## config.mk

```make
export PLATFORM = sky130hd
export DESIGN_NAME = router_sync
export DESIGN_NICKNAME = d
export VERILOG_FILES = /design/src/rtl/router_pkg.sv /design/src/rtl/router_sync_timer.sv /design/src/rtl/router_sync.sv
export SDC_FILE = /design/constraint.sdc
export NUM_CORES = 1
export LEC_CHECK = 0
export CAP_MARGIN = 20
export CELL_PAD_IN_SITES_DETAIL_PLACEMENT = 1
export CELL_PAD_IN_SITES_GLOBAL_PLACEMENT = 2
export CORE_MARGIN = 2
export CORE_UTILIZATION = 10
export CTS_CLUSTER_DIAMETER = 60
export DETAILED_ROUTE_END_ITERATION = 8
export GPL_TIMING_DRIVEN = 0
export PLACE_DENSITY_LB_ADDON = 0.1
export SYNTH_ARGS = -nofsm -noshare
export SYNTH_HDL_FRONTEND = slang
export SYNTH_SLANG_ARGS = --single-unit
```

## constraint.sdc

```tcl
create_clock -name clock -period 1.06 [get_ports clock]
set_input_delay 0.106 -clock clock [delete_from_list [all_inputs] [get_ports clock]]
set_output_delay 0.106 -clock clock [all_outputs]
set_load 0.02 [all_outputs]
```

## src/rtl/router_pkg.sv

```systemverilog
// Shared constants and address decode helper for the router synchroniser.
package router_pkg;

  localparam int ADDR_W          = 2;
  localparam int NUM_PORTS       = 3;
  localparam int TIMEOUT_DEFAULT = 30;
  localparam int CNT_W           = 5;

  typedef logic [ADDR_W-1:0]    addr_t;
  typedef logic [NUM_PORTS-1:0] port_vec_t;

  localparam addr_t ADDR_P0  = 2'b00;
  localparam addr_t ADDR_P1  = 2'b01;
  localparam addr_t ADDR_P2  = 2'b10;
  // 11 is never a legal destination; it is also the idle/reset address.
  localparam addr_t ADDR_INV = 2'b11;

  function automatic port_vec_t decode_addr(input addr_t addr);
    port_vec_t oh;
    case (addr)
      ADDR_P0: oh = 3'b001;
      ADDR_P1: oh = 3'b010;
      ADDR_P2: oh = 3'b100;
      default: oh = 3'b000;
    endcase
    return oh;
  endfunction

endpackage

```

## src/rtl/router_sync_timer.sv

```systemverilog
// Per-FIFO unread-valid timeout; pulses soft_reset once per TIMEOUT_CYCLES stalled edges.
// Counter is only built when ROUTER_SYNC_SOFT_RESET_EN is defined; otherwise soft_reset is 0.
module router_sync_timer
  import router_pkg::*;
#(
  parameter int TIMEOUT_CYCLES = TIMEOUT_DEFAULT
) (
  input  logic clock,
  input  logic resetn,
  input  logic vld,
  input  logic read_enb,
  output logic soft_reset
);

`ifdef ROUTER_SYNC_SOFT_RESET_EN
  localparam logic [CNT_W-1:0] LAST_CNT = CNT_W'(TIMEOUT_CYCLES - 1);

  logic [CNT_W-1:0] cnt_q;
  logic [CNT_W-1:0] cnt_d;
  logic             pulse_q;
  logic             pulse_d;

  // Next count and pulse; a read in the terminal cycle wins over the pulse.
  always_comb begin
    cnt_d   = {CNT_W{1'b0}};
    pulse_d = 1'b0;
    if (!vld || read_enb) begin
      cnt_d   = {CNT_W{1'b0}};
      pulse_d = 1'b0;
    end else if (cnt_q == LAST_CNT) begin
      cnt_d   = {CNT_W{1'b0}};
      pulse_d = 1'b1;
    end else begin
      cnt_d   = cnt_q + CNT_W'(1);
      pulse_d = 1'b0;
    end
  end

  // Counter and registered pulse.
  always_ff @(posedge clock or posedge resetn) begin
    if (resetn) begin
      cnt_q   <= {CNT_W{1'b0}};
      pulse_q <= 1'b0;
    end else begin
      cnt_q   <= cnt_d;
      pulse_q <= pulse_d;
    end
  end

  assign soft_reset = pulse_q;
`else
  logic unused_s;
  assign unused_s   = ^{clock, resetn, vld, read_enb};
  assign soft_reset = 1'b0;
`endif

endmodule

```

## src/rtl/router_sync.sv

```systemverilog
// Router synchroniser: latches the destination address, steers write enables,
// reports the addressed FIFO's full flag and generates per-FIFO timeout resets
// (timeouts active only with ROUTER_SYNC_SOFT_RESET_EN defined).
module router_sync
  import router_pkg::*;
#(
  parameter int TIMEOUT_CYCLES = TIMEOUT_DEFAULT
) (
  input  logic                 clock,
  input  logic                 resetn,
  input  logic                 detect_add,
  input  logic [ADDR_W-1:0]    data_in,
  input  logic                 write_enb_reg,
  input  logic                 read_enb_0,
  input  logic                 read_enb_1,
  input  logic                 read_enb_2,
  input  logic                 empty_0,
  input  logic                 empty_1,
  input  logic                 empty_2,
  input  logic                 full_0,
  input  logic                 full_1,
  input  logic                 full_2,
  output logic                 vld_out_0,
  output logic                 vld_out_1,
  output logic                 vld_out_2,
  output logic                 soft_reset_0,
  output logic                 soft_reset_1,
  output logic                 soft_reset_2,
  output logic                 fifo_full,
  output logic [NUM_PORTS-1:0] write_enb
);

  addr_t     addr_q;
  addr_t     addr_d;
  port_vec_t rd_s;
  port_vec_t empty_s;
  port_vec_t full_s;
  port_vec_t vld_s;
  port_vec_t sr_s;
  port_vec_t write_enb_s;
  logic      fifo_full_s;

  assign rd_s    = {read_enb_2, read_enb_1, read_enb_0};
  assign empty_s = {empty_2, empty_1, empty_0};
  assign full_s  = {full_2, full_1, full_0};
  assign vld_s   = ~empty_s;

  // Address capture on header strobe.
  always_comb begin
    addr_d = addr_q;
    if (detect_add) begin
      addr_d = data_in;
    end else begin
      addr_d = addr_q;
    end
  end

  // Address register; resets to the invalid address so nothing is enabled.
  always_ff @(posedge clock or posedge resetn) begin
    if (resetn) begin
      addr_q <= ADDR_INV;
    end else begin
      addr_q <= addr_d;
    end
  end

  // Write steering decodes the stored address, so a same-cycle header still uses the old one.
  always_comb begin
    write_enb_s = 3'b000;
    if (write_enb_reg) begin
      write_enb_s = decode_addr(addr_q);
    end else begin
      write_enb_s = 3'b000;
    end
  end

  // Full flag of the currently addressed FIFO.
  always_comb begin
    fifo_full_s = 1'b0;
    case (addr_q)
      ADDR_P0: fifo_full_s = full_s[0];
      ADDR_P1: fifo_full_s = full_s[1];
      ADDR_P2: fifo_full_s = full_s[2];
      default: fifo_full_s = 1'b0;
    endcase
  end

  for (genvar n = 0; n < NUM_PORTS; n++) begin : g_timer
    router_sync_timer #(
      .TIMEOUT_CYCLES(TIMEOUT_CYCLES)
    ) u_timer (
      .clock     (clock),
      .resetn    (resetn),
      .vld       (vld_s[n]),
      .read_enb  (rd_s[n]),
      .soft_reset(sr_s[n])
    );
  end

  assign write_enb    = write_enb_s;
  assign fifo_full    = fifo_full_s;
  assign vld_out_0    = vld_s[0];
  assign vld_out_1    = vld_s[1];
  assign vld_out_2    = vld_s[2];
  assign soft_reset_0 = sr_s[0];
  assign soft_reset_1 = sr_s[1];
  assign soft_reset_2 = sr_s[2];

endmodule

```

==> metrics.yaml <==
critical_path:
  timing.rr.end: "addr_q[0]"
  cp.arrival_ps: 1240
  r2r_cells: 2
  timing.rr.start: "addr_q[0]"
  reg2reg_slack_ps: 190
  path_max_fanout: 5
  crit_type: "flip-flop to primary output"
  critPathRequiredTime_ps: 950
  startpoint_type: "flip-flop"
  end_kind: "primary output"
detailed_routing:
  detail_route.first_pass.iterations: 1
  viasPerCell: 3.42
  wl_um: 564
  post-route-drc-count: 0
  drt_iter0_markers: 0
  num_vias: 202
  wl_per_cell_um: 9.56
  postRouteAntennaNets: 0
sta:
  tns_ps: -861
  rsz0062_at_grt: "true"
  clock_skew_ps: 0
  finalHoldViolCount: 0
  fin_crit_sh_pct: 127
  final.setup.worst_slack_ps: -284
  setup_viol: 4
  fmax_mhz: 744
  slew_violations: 0
  min_period_ps: 1340
global_route:
  grtUsageTotal_pct: 6.86
  grt_max_degree: 7
  grt_remaining_overflow: 0
  grt_pass1_vias: 217
  grt_pass1_wl_um: 903
  antenna_found_initial: 0
cts:
  clock_latency_ps: 220
  postCtsHoldBufs: 0
  cts_tree: "yes"
  htree_levels: 1
  cts.clk_slew.worst_paths_ps: 30
  clock_sinks: 2
  cts_buffers: 3
  cts-root-buf: "clkbuf_4"
  clock_path_buffers: 2
power_and_ir_drop:
  p_total_mw: 0.424
  power_density_mw_per_mm2: 1040
  intPower_mw: 0.308
  switching_share_pct: 27.3
  p_comb_share_pct: 36.5
  pwr-share-clk_pct: 39.2
  pwr-share-seq_pct: 24.3
  p_leak_nw: 0.202
  power.net_switching_mw: 0.116
  ir_worst_vdd_mv: 0.524
floorplanning:
  die_width_um: 44.8
  chipHeight_um: 44.8
  start_util_pct: 10.8
  num_rows: 14
  ioPinCount: 25
  core_mm2: 0.00154
  dieArea_mm2: 0.00201
placed_design:
  gp_congestion: 0.696
  post-place-ws_ps: -496
  portBuffers: 18
  placed_area_um2: 374
  hpwl_um: 478
final_layout:
  nNetsFinal: 60
  top_regs: "addr_q (2)"
  syn_to_final_growth_pct: 145
  design_area_um2: 408
  regMostFlops: "addr_q"
  largest_reg_flops: 2
  fin_util_pct: 26.5
  n_antenna_cell: 0
  fill_cells: 192
  drive_above_1_share_pct: 39.5
synth:
  ys.warnings.count: 0
  syn_avg_cell_area_um2: 9.25
  ys_seq_elements: 2
  synthTopCellsByArea: "dfstp_2, buf_4, mux2_1"
  synth_area_um2: 166
  syn_inst: 18
  yosys.area.top_type: "dfstp_2"
  ys_seq_area_share_pct: 31.6
  synth_cell_type_count: 10
  yosysTopAreaCellShare_pct: 31.6
outcome:
  violations: "negative setup slack"
  status: "finished with violations"
job:
  maxCapViolCount: 0
worst_hold_path:
  min_path_type: "input port to async pin"
## critical path, cell delays in order, from the launching register on
cell and delay (ps):
dfstp_2 570, mux2i_2 230, o21ai_1 70, buf_2 150
## how the worst max path moves through the flow
stage                        startpoint            to
after global routing          addr_q[0]     fifo_full
after detailed placement  write_enb_reg  write_enb[0]
after floorplan               addr_q[0]     fifo_full
after CTS                     addr_q[0]     fifo_full
after global placement    write_enb_reg  write_enb[0]
final                         addr_q[0]     fifo_full
## power groups by stage
stage                     clock [mW]  combinational (mW)  sequential (mW)
final                          0.166               0.155            0.103
after global routing           0.201               0.166            0.106
after CTS                      0.180               0.146            0.104
after detailed placement           0               0.149            0.105
after global placement             0               0.147            0.103
after floorplan                    0              0.0688           0.0990
## layout by cell type, fill, tap and decap left out
cell,count
clkdlybuf4s50_1,11
buf_4,6
inv_1,4
conb_1,3
clkbuf_4,3
mux2_1,2
and3b_2,2
dfstp_2,2
dlygate4sd2_1,2
buf_6,2
mux2i_2,1
nand3b_1,1
o21ai_1,1
nor3b_1,1
buf_2,1
clkdlybuf4s15_1,1
## Yosys cell counts
library cell  n
conb_1        1
and3b_2       2
dfstp_2       2
inv_1         4
buf_4         3
nand3b_1      1
mux2i_1       1
nor3b_1       1
mux2_1        2
o21ai_1       1
## metal layers
layer / vias up / track usage [%] / share of wire [%]
met5: - / 0 / 0
met4: 0 / 7.06 / 0
met3: 0 / 2.40 / 9.8
met2: 13 / 12.5 / 55
met1: 88 / 5.37 / 35
li1: 101 / - / -
## stage by stage
| step | hold WS (ps) | std cells |
|---|---|---|
| 2_1_floorplan | 17.5 | 20 |
| 3_3_place_gp | 434 | 54 |
| 3_5_place_dp | 446 | 54 |
| 4_1_cts | 204 | 58 |
| 5_1_grt | 228 | 59 |
| 6_report | 210 | 59 |
## area by class of cell
type,instances,area (um2),area share [%]
Inverter,4,15.0,3.68
Timing Repair Buffer,20,188,46.0
Sequential cell,2,52.6,12.9
Multi-Input combinational cell,11,87.6,21.5
Clock buffer,3,22.5,5.52
Buffer,3,22.5,5.52
Tap cell,16,20.0,4.91
## what timing repair did
item | in CTS | in global routing
gates resized for setup | 24 | 3
setup endpoints to repair | 7 | 5
setup buffers | 1 | 1
## logic make-up (layout without fill, tap and decap cells)
| family | after synthesis | after routing | synth area share [%] |
|---|---|---|---|
| multiplexers | 3 | 3 | 19.5 |
| other | 1 | 3 | 2.25 |
| buffers and inverters | 7 | 30 | 22.6 |
| AND/OR/NAND/NOR | 4 | 4 | 21.1 |
| flip-flops | 2 | 2 | 31.6 |
| AO/OA/AOI/OAI | 1 | 1 | 3.00 |
Power figures use the tool's default switching activity.
